## src/rtl/mac_seq_pkg.sv

```systemverilog
// Shared encodings and default sizing for the time-multiplexed neuron MAC sequencer.
package mac_seq_pkg;

  localparam int unsigned N_DEF        = 4;
  localparam int unsigned IDX_W_DEF    = 2;
  localparam int unsigned MAX_ITER_DEF = 16;
  localparam int unsigned ITER_W_DEF   = 5;

  localparam logic [2:0] ST_IDLE   = 3'd0;
  localparam logic [2:0] ST_INIT   = 3'd1;
  localparam logic [2:0] ST_CLEAR  = 3'd2;
  localparam logic [2:0] ST_MAC    = 3'd3;
  localparam logic [2:0] ST_WB     = 3'd4;
  localparam logic [2:0] ST_COMMIT = 3'd5;
  localparam logic [2:0] ST_CHECK  = 3'd6;
  localparam logic [2:0] ST_DONE   = 3'd7;

  typedef enum logic [2:0] {
    StIdle   = ST_IDLE,
    StInit   = ST_INIT,
    StClear  = ST_CLEAR,
    StMac    = ST_MAC,
    StWb     = ST_WB,
    StCommit = ST_COMMIT,
    StCheck  = ST_CHECK,
    StDone   = ST_DONE
  } state_e;

  // Cycles per iteration: N rows of (CLEAR + N MAC + WB), then COMMIT and CHECK.
  function automatic int unsigned iter_len(input int unsigned n);
    return n * (n + 2) + 2;
  endfunction

  localparam int unsigned ITER_LEN_DEF = iter_len(N_DEF);

endpackage

```

## src/rtl/idx_counter.sv

```systemverilog
// Up-counter with synchronous clear and a flag for reaching a fixed last value.
module idx_counter #(
  parameter int unsigned W    = 2,
  parameter int unsigned LAST = 3
) (
  input  logic         clk,
  input  logic         rst,
  input  logic         clr,
  input  logic         en,
  output logic [W-1:0] q,
  output logic         at_last
);

  logic [W-1:0] r_q;

  always_ff @(posedge clk or posedge rst) begin
    if (rst) begin
      r_q <= '0;
    end else if (clr) begin
      r_q <= '0;
    end else if (en) begin
      r_q <= r_q + W'(1);
    end
  end

  assign q       = r_q;
  assign at_last = (r_q == W'(LAST));

endmodule

```

## src/rtl/mac_seq_controller.sv

```systemverilog
// Moore sequencer driving a shared MAC across N neurons, iterating until the
// datapath converges or the iteration cap forces a stop.
module mac_seq_controller
  import mac_seq_pkg::*;
#(
  parameter int unsigned N        = N_DEF,
  parameter int unsigned IDX_W    = IDX_W_DEF,
  parameter int unsigned MAX_ITER = MAX_ITER_DEF,
  parameter int unsigned ITER_W   = ITER_W_DEF
) (
  input  logic             clk,
  input  logic             rst,
  input  logic             start,
  input  logic             isfinished,
  output logic             init_w,
  output logic             init_x,
  output logic             clr_acc,
  output logic             mac_en,
  output logic [IDX_W-1:0] sel_row,
  output logic [IDX_W-1:0] sel_col,
  output logic             wb_en,
  output logic [IDX_W-1:0] wb_addr,
  output logic             commit,
  output logic             busy,
  output logic             done,
  output logic             timeout
);

  state_e r_state, w_state_d;
  logic r_init, r_clr, r_mac, r_wb, r_commit, r_busy, r_done, r_timeout;

  logic [IDX_W-1:0]  w_row, w_col;
  logic [ITER_W-1:0] w_iter;
  logic w_row_last, w_col_last, w_iter_last;
  logic w_row_clr, w_row_en, w_col_clr, w_col_en, w_iter_clr, w_iter_en;

  // Counters are zeroed in INIT and DONE so the indices read 0 whenever idle.
  assign w_col_clr  = (r_state == StInit) || (r_state == StClear) || (r_state == StDone);
  assign w_col_en   = (r_state == StMac) && !w_col_last;
  assign w_row_clr  = (r_state == StInit) || (r_state == StDone) ||
                      ((r_state == StWb) && w_row_last);
  assign w_row_en   = (r_state == StWb) && !w_row_last;
  assign w_iter_clr = (r_state == StInit) || (r_state == StDone);
  assign w_iter_en  = (r_state == StCommit) && (w_iter < ITER_W'(MAX_ITER));

  idx_counter #(.W(IDX_W), .LAST(N - 1)) u_row (
    .clk     (clk),
    .rst     (rst),
    .clr     (w_row_clr),
    .en      (w_row_en),
    .q       (w_row),
    .at_last (w_row_last)
  );

  idx_counter #(.W(IDX_W), .LAST(N - 1)) u_col (
    .clk     (clk),
    .rst     (rst),
    .clr     (w_col_clr),
    .en      (w_col_en),
    .q       (w_col),
    .at_last (w_col_last)
  );

  idx_counter #(.W(ITER_W), .LAST(MAX_ITER)) u_iter (
    .clk     (clk),
    .rst     (rst),
    .clr     (w_iter_clr),
    .en      (w_iter_en),
    .q       (w_iter),
    .at_last (w_iter_last)
  );

  always_comb begin
    w_state_d = r_state;
    unique case (r_state)
      StIdle:   w_state_d = start ? StInit : StIdle;
      StInit:   w_state_d = start ? StInit : StClear;
      StClear:  w_state_d = StMac;
      StMac:    w_state_d = w_col_last ? StWb : StMac;
      StWb:     w_state_d = w_row_last ? StCommit : StClear;
      StCommit: w_state_d = StCheck;
      StCheck:  w_state_d = (isfinished || w_iter_last) ? StDone : StClear;
      StDone:   w_state_d = StIdle;
      default:  w_state_d = StIdle;
    endcase
  end

  // Outputs are registered from the next state so they line up with r_state.
  always_ff @(posedge clk or posedge rst) begin
    if (rst) begin
      r_state   <= StIdle;
      r_init    <= 1'b0;
      r_clr     <= 1'b0;
      r_mac     <= 1'b0;
      r_wb      <= 1'b0;
      r_commit  <= 1'b0;
      r_busy    <= 1'b0;
      r_done    <= 1'b0;
      r_timeout <= 1'b0;
    end else begin
      r_state  <= w_state_d;
      r_init   <= (w_state_d == StInit);
      r_clr    <= (w_state_d == StClear);
      r_mac    <= (w_state_d == StMac);
      r_wb     <= (w_state_d == StWb);
      r_commit <= (w_state_d == StCommit);
      r_busy   <= (w_state_d != StIdle);
      r_done   <= (w_state_d == StDone);
      if ((r_state == StIdle) && start) begin
        r_timeout <= 1'b0;
      end else if (r_state == StCheck) begin
        r_timeout <= !isfinished && w_iter_last;
      end
    end
  end

  assign init_w  = r_init;
  assign init_x  = r_init;
  assign clr_acc = r_clr;
  assign mac_en  = r_mac;
  assign sel_row = w_row;
  assign sel_col = w_col;
  assign wb_en   = r_wb;
  assign wb_addr = w_row;
  assign commit  = r_commit;
  assign busy    = r_busy;
  assign done    = r_done;
  assign timeout = r_timeout;

endmodule

```

## config.mk

```make
export PLATFORM = sky130hd
export DESIGN_NAME = mac_seq_controller
export DESIGN_NICKNAME = d
export VERILOG_FILES = /design/src/rtl/mac_seq_pkg.sv /design/src/rtl/idx_counter.sv /design/src/rtl/mac_seq_controller.sv
export SDC_FILE = /design/constraint.sdc
export NUM_CORES = 1
export LEC_CHECK = 0
export CORE_UTILIZATION = 51
export DETAILED_ROUTE_END_ITERATION = 10
export GPL_TIMING_DRIVEN = 0
export PLACE_DENSITY_LB_ADDON = 0.12
export RECOVER_POWER = 100
export SLEW_MARGIN = 20
export SYNTH_ARGS = -nofsm -noshare
export SYNTH_HDL_FRONTEND = slang
export SYNTH_HIERARCHICAL = 1
export SYNTH_SLANG_ARGS = --single-unit
```

## constraint.sdc

```tcl
create_clock -name clk -period 2 [get_ports clk]
set_clock_uncertainty 0.2 [all_clocks]
set_input_delay 0.3 -clock clk [delete_from_list [all_inputs] [get_ports clk]]
set_output_delay 0.3 -clock clk [all_outputs]
set_load 0.02 [all_outputs]
```

==> results.tsv <==
metric	value	unit
clock_power_share	0.163	
slew_violations	0	
num-fill-cells	160	
fin_ws	0.0660	ns
slowest_delay	0.58	ns
htree_num_levels	1	
hold_violations	0	
start_kind	register	
cp_cell_sequence	buf_4, clkdlybuf4s50_1	
tightest_slew	0.414	ns
start_util	0.551	
synth_area	1090	sq um
p_per_area	1080	nW/um^2
place_inst	149	
grt_overflow	0	
row_count	16	
grt_max_degree	12	
io_pins	19	
ir_drop	804	uV
synthTopCellsByCount	dfrtp_1 (20), nor2_1 (13), inv_1 (11)	
synth_edf_count	0	
fmax	517	MHz
hold_ws	0.163	ns
place.gp.congestion	0.766	
synth_seq_area_share	0.459	
yosysTopAreaCell	dfrtp_1	
drive_gt1_frac	0.175	
power.share.sequential	0.370	
cts_tree	yes	
syn_avg_cell_area	10.5	sq um
leakage	0.640	nW
cts_hold_buffers	0	
status	complete, no violations	
cts_root_buf	clkbuf_4	
drc	0	
vias	806	
synth_top_area_frac	0.459	
yosysMostFrequentCell	dfrtp_1	
die_w	48.3	microns
setup-violations-final	0	
setup_tns	0	ns
syn_inst	104	
async_flop_share	1.00	
p_switching	0.549	mW
seq_area	500	sq um
finalInstanceArea	1360	sq um
num_antenna_cells	0	
viasPerCell	5.27	
ys_seq_elements	20	
cp.required	1.50	ns
path_max_fanout	4	
drt.antenna.violating_nets	0	
placed_cell_area	1310	sq um
wl_per_cell	12.8	microns
post-cts-setup-buffers	0	
period_share	0.967	
worstSetupEndpointType	output port	
ys_warn_count	6	
p_sw_frac	0.374	
critical_path_buf_inv_count	2	
numPortBuffers	18	
cp_slowest_cell	clkdlybuf4s50_1	
maxCapViolations	0	
clkTransAtPathRegs	0.11	ns
clk_latency	0.30	ns
routed_wirelength	1960	microns
rsz0062_at_grt	no	
combPwrFrac	0.467	
dr.pass1.iters	4	
hp-class	input port to asynchronous set/reset pin	
ys.flop_type	dfrtp_1	
dpl.hpwl	1490	microns
core	1980	sq um
clock_path_buffers	2	
die_height	48.3	microns
multiInputGateArea	510	sq um
cp.arrival	1.43	ns
cp_top_family	buffers and inverters	
min_period	1.93	ns
grt_usage	0.196	
nets	135	
p_int	0.919	mW
syn_to_final_growth	25.0	%
post-place-ws	0.0127	ns
critical_path_class	register to output port	
drtIter0Drc	16	
grt_pass1_wl	3110	microns
synth.distinct_cells	36	
synth.area.top_cells	dfrtp_1 (46%), ha_1 (4.6%), nor2_1 (4.5%)	
clkSinkCount	20	
antenna_found_initial	0	
syn-num-nets	112	
layout.cells.non_filler	153	
dieArea	2330	sq um
relSlewSlack	0.724	
grt_pass1_vias	729	
cts_buffers	3	
==> worst reg2reg max path: cells and delay by family, from the launching register on <==
family / cells / cell delay (ns)
multiplexers: 1 / 0.31
buffers and inverters: 2 / 0.32
AND/OR/NAND/NOR: 3 / 0.50
flip-flops: 1 / 0.46
==> power groups by stage <==
stage	sequential [mW]	clock [mW]	combinational, mW
after global routing	0.555	0.251	0.752
after floorplan	0.603	0	0.416
after detailed placement	0.553	0	0.673
final	0.543	0.239	0.686
after global placement	0.547	0	0.653
after CTS	0.544	0.239	0.679
==> through the flow <==
stage | power, mW | utilization
finish | 1.47 | 0.688
global placement | 1.20 | 0.658
CTS | 1.46 | 0.679
floorplan | 1.02 | -
detailed placement | 1.23 | 0.658
global route | 1.56 | 0.688
==> worst paths after layout <==
check,startpoint,end,slack (ns),depth (start not counted)
setup reg to reg,r_state[1],u_iter/q[3],0.11,6
setup / recovery,u_row/q[0],wb_addr[0],0.07,2
max in group asynchronous,rst,busy,1.01,2
min in group clk,u_col/q[1],u_col/q[1],0.40,2
hold reg to reg,u_col/q[1],u_col/q[1],0.40,2
hold / removal,rst,u_col/q[1],0.16,2
==> what timing repair did <==
item                                    in CTS  in global routing
endpoints found under the setup margin       1                  5
pin swaps                                    0                  1
resized for setup                            1                  3
==> cells in the final DEF (no fill, tap or decap), types with 2 or more instances in the layout <==
cell type	count
mux2_4	2
a21bo_1	2
nor2b_1	3
inv_1	11
dfrtp_1	20
nand3b_1	2
buf_6	3
buf_4	3
mux2i_1	3
nor2b_2	2
o21ai_0	4
dlygate4sd3_1	2
nor2_1	13
a21oi_1	2
nor3_1	4
clkbuf_4	3
ha_1	4
clkdlybuf4s50_1	16
nor4bb_4	2
xnor2_1	3
nand2b_1	4
==> registers in the layout, summed over array words and instances, names as in the netlist <==
| register | flops |
|---|---|
| u_iter/q | 5 |
| r_state | 3 |
| clr_acc | 1 |
| u_row/q | 2 |
| u_col/q | 2 |
| timeout | 1 |
| done | 1 |
| mac_en | 1 |
| wb_en | 1 |
| commit | 1 |
| init_w | 1 |
| busy | 1 |
==> cell type report <==
class / count / share of cell area
Tap cell: 27 / 0.0248
Sequential cell: 20 / 0.367
Buffer: 7 / 0.0450
Timing Repair Buffer: 18 / 0.132
Multi-Input combinational cell: 66 / 0.374
Inverter: 11 / 0.0303
Clock buffer: 4 / 0.0266
==> logic make-up (layout without fill, tap and decap cells) <==
| family | Yosys count | after routing | share of synthesized area |
|---|---|---|---|
| AND/OR/NAND/NOR | 39 | 39 | 0.225 |
| flip-flops | 20 | 20 | 0.459 |
| buffers and inverters | 18 | 40 | 0.0940 |
| AO/OA/AOI/OAI | 15 | 15 | 0.0975 |
| multiplexers | 5 | 5 | 0.0550 |
| adder cells (fa/ha/maj) | 4 | 4 | 0.0459 |
| XOR/XNOR | 3 | 3 | 0.0241 |
==> per-layer routing <==
metal | vias up | global-route usage | share of wire
li1 | 389 | - | -
met1 | 393 | 0.263 | 0.47
met2 | 19 | 0.312 | 0.48
met3 | 5 | 0.0222 | 0.026
met4 | 0 | 0.100 | 0.022
met5 | - | 0 | 0
Power figures use the tool's default switching activity.
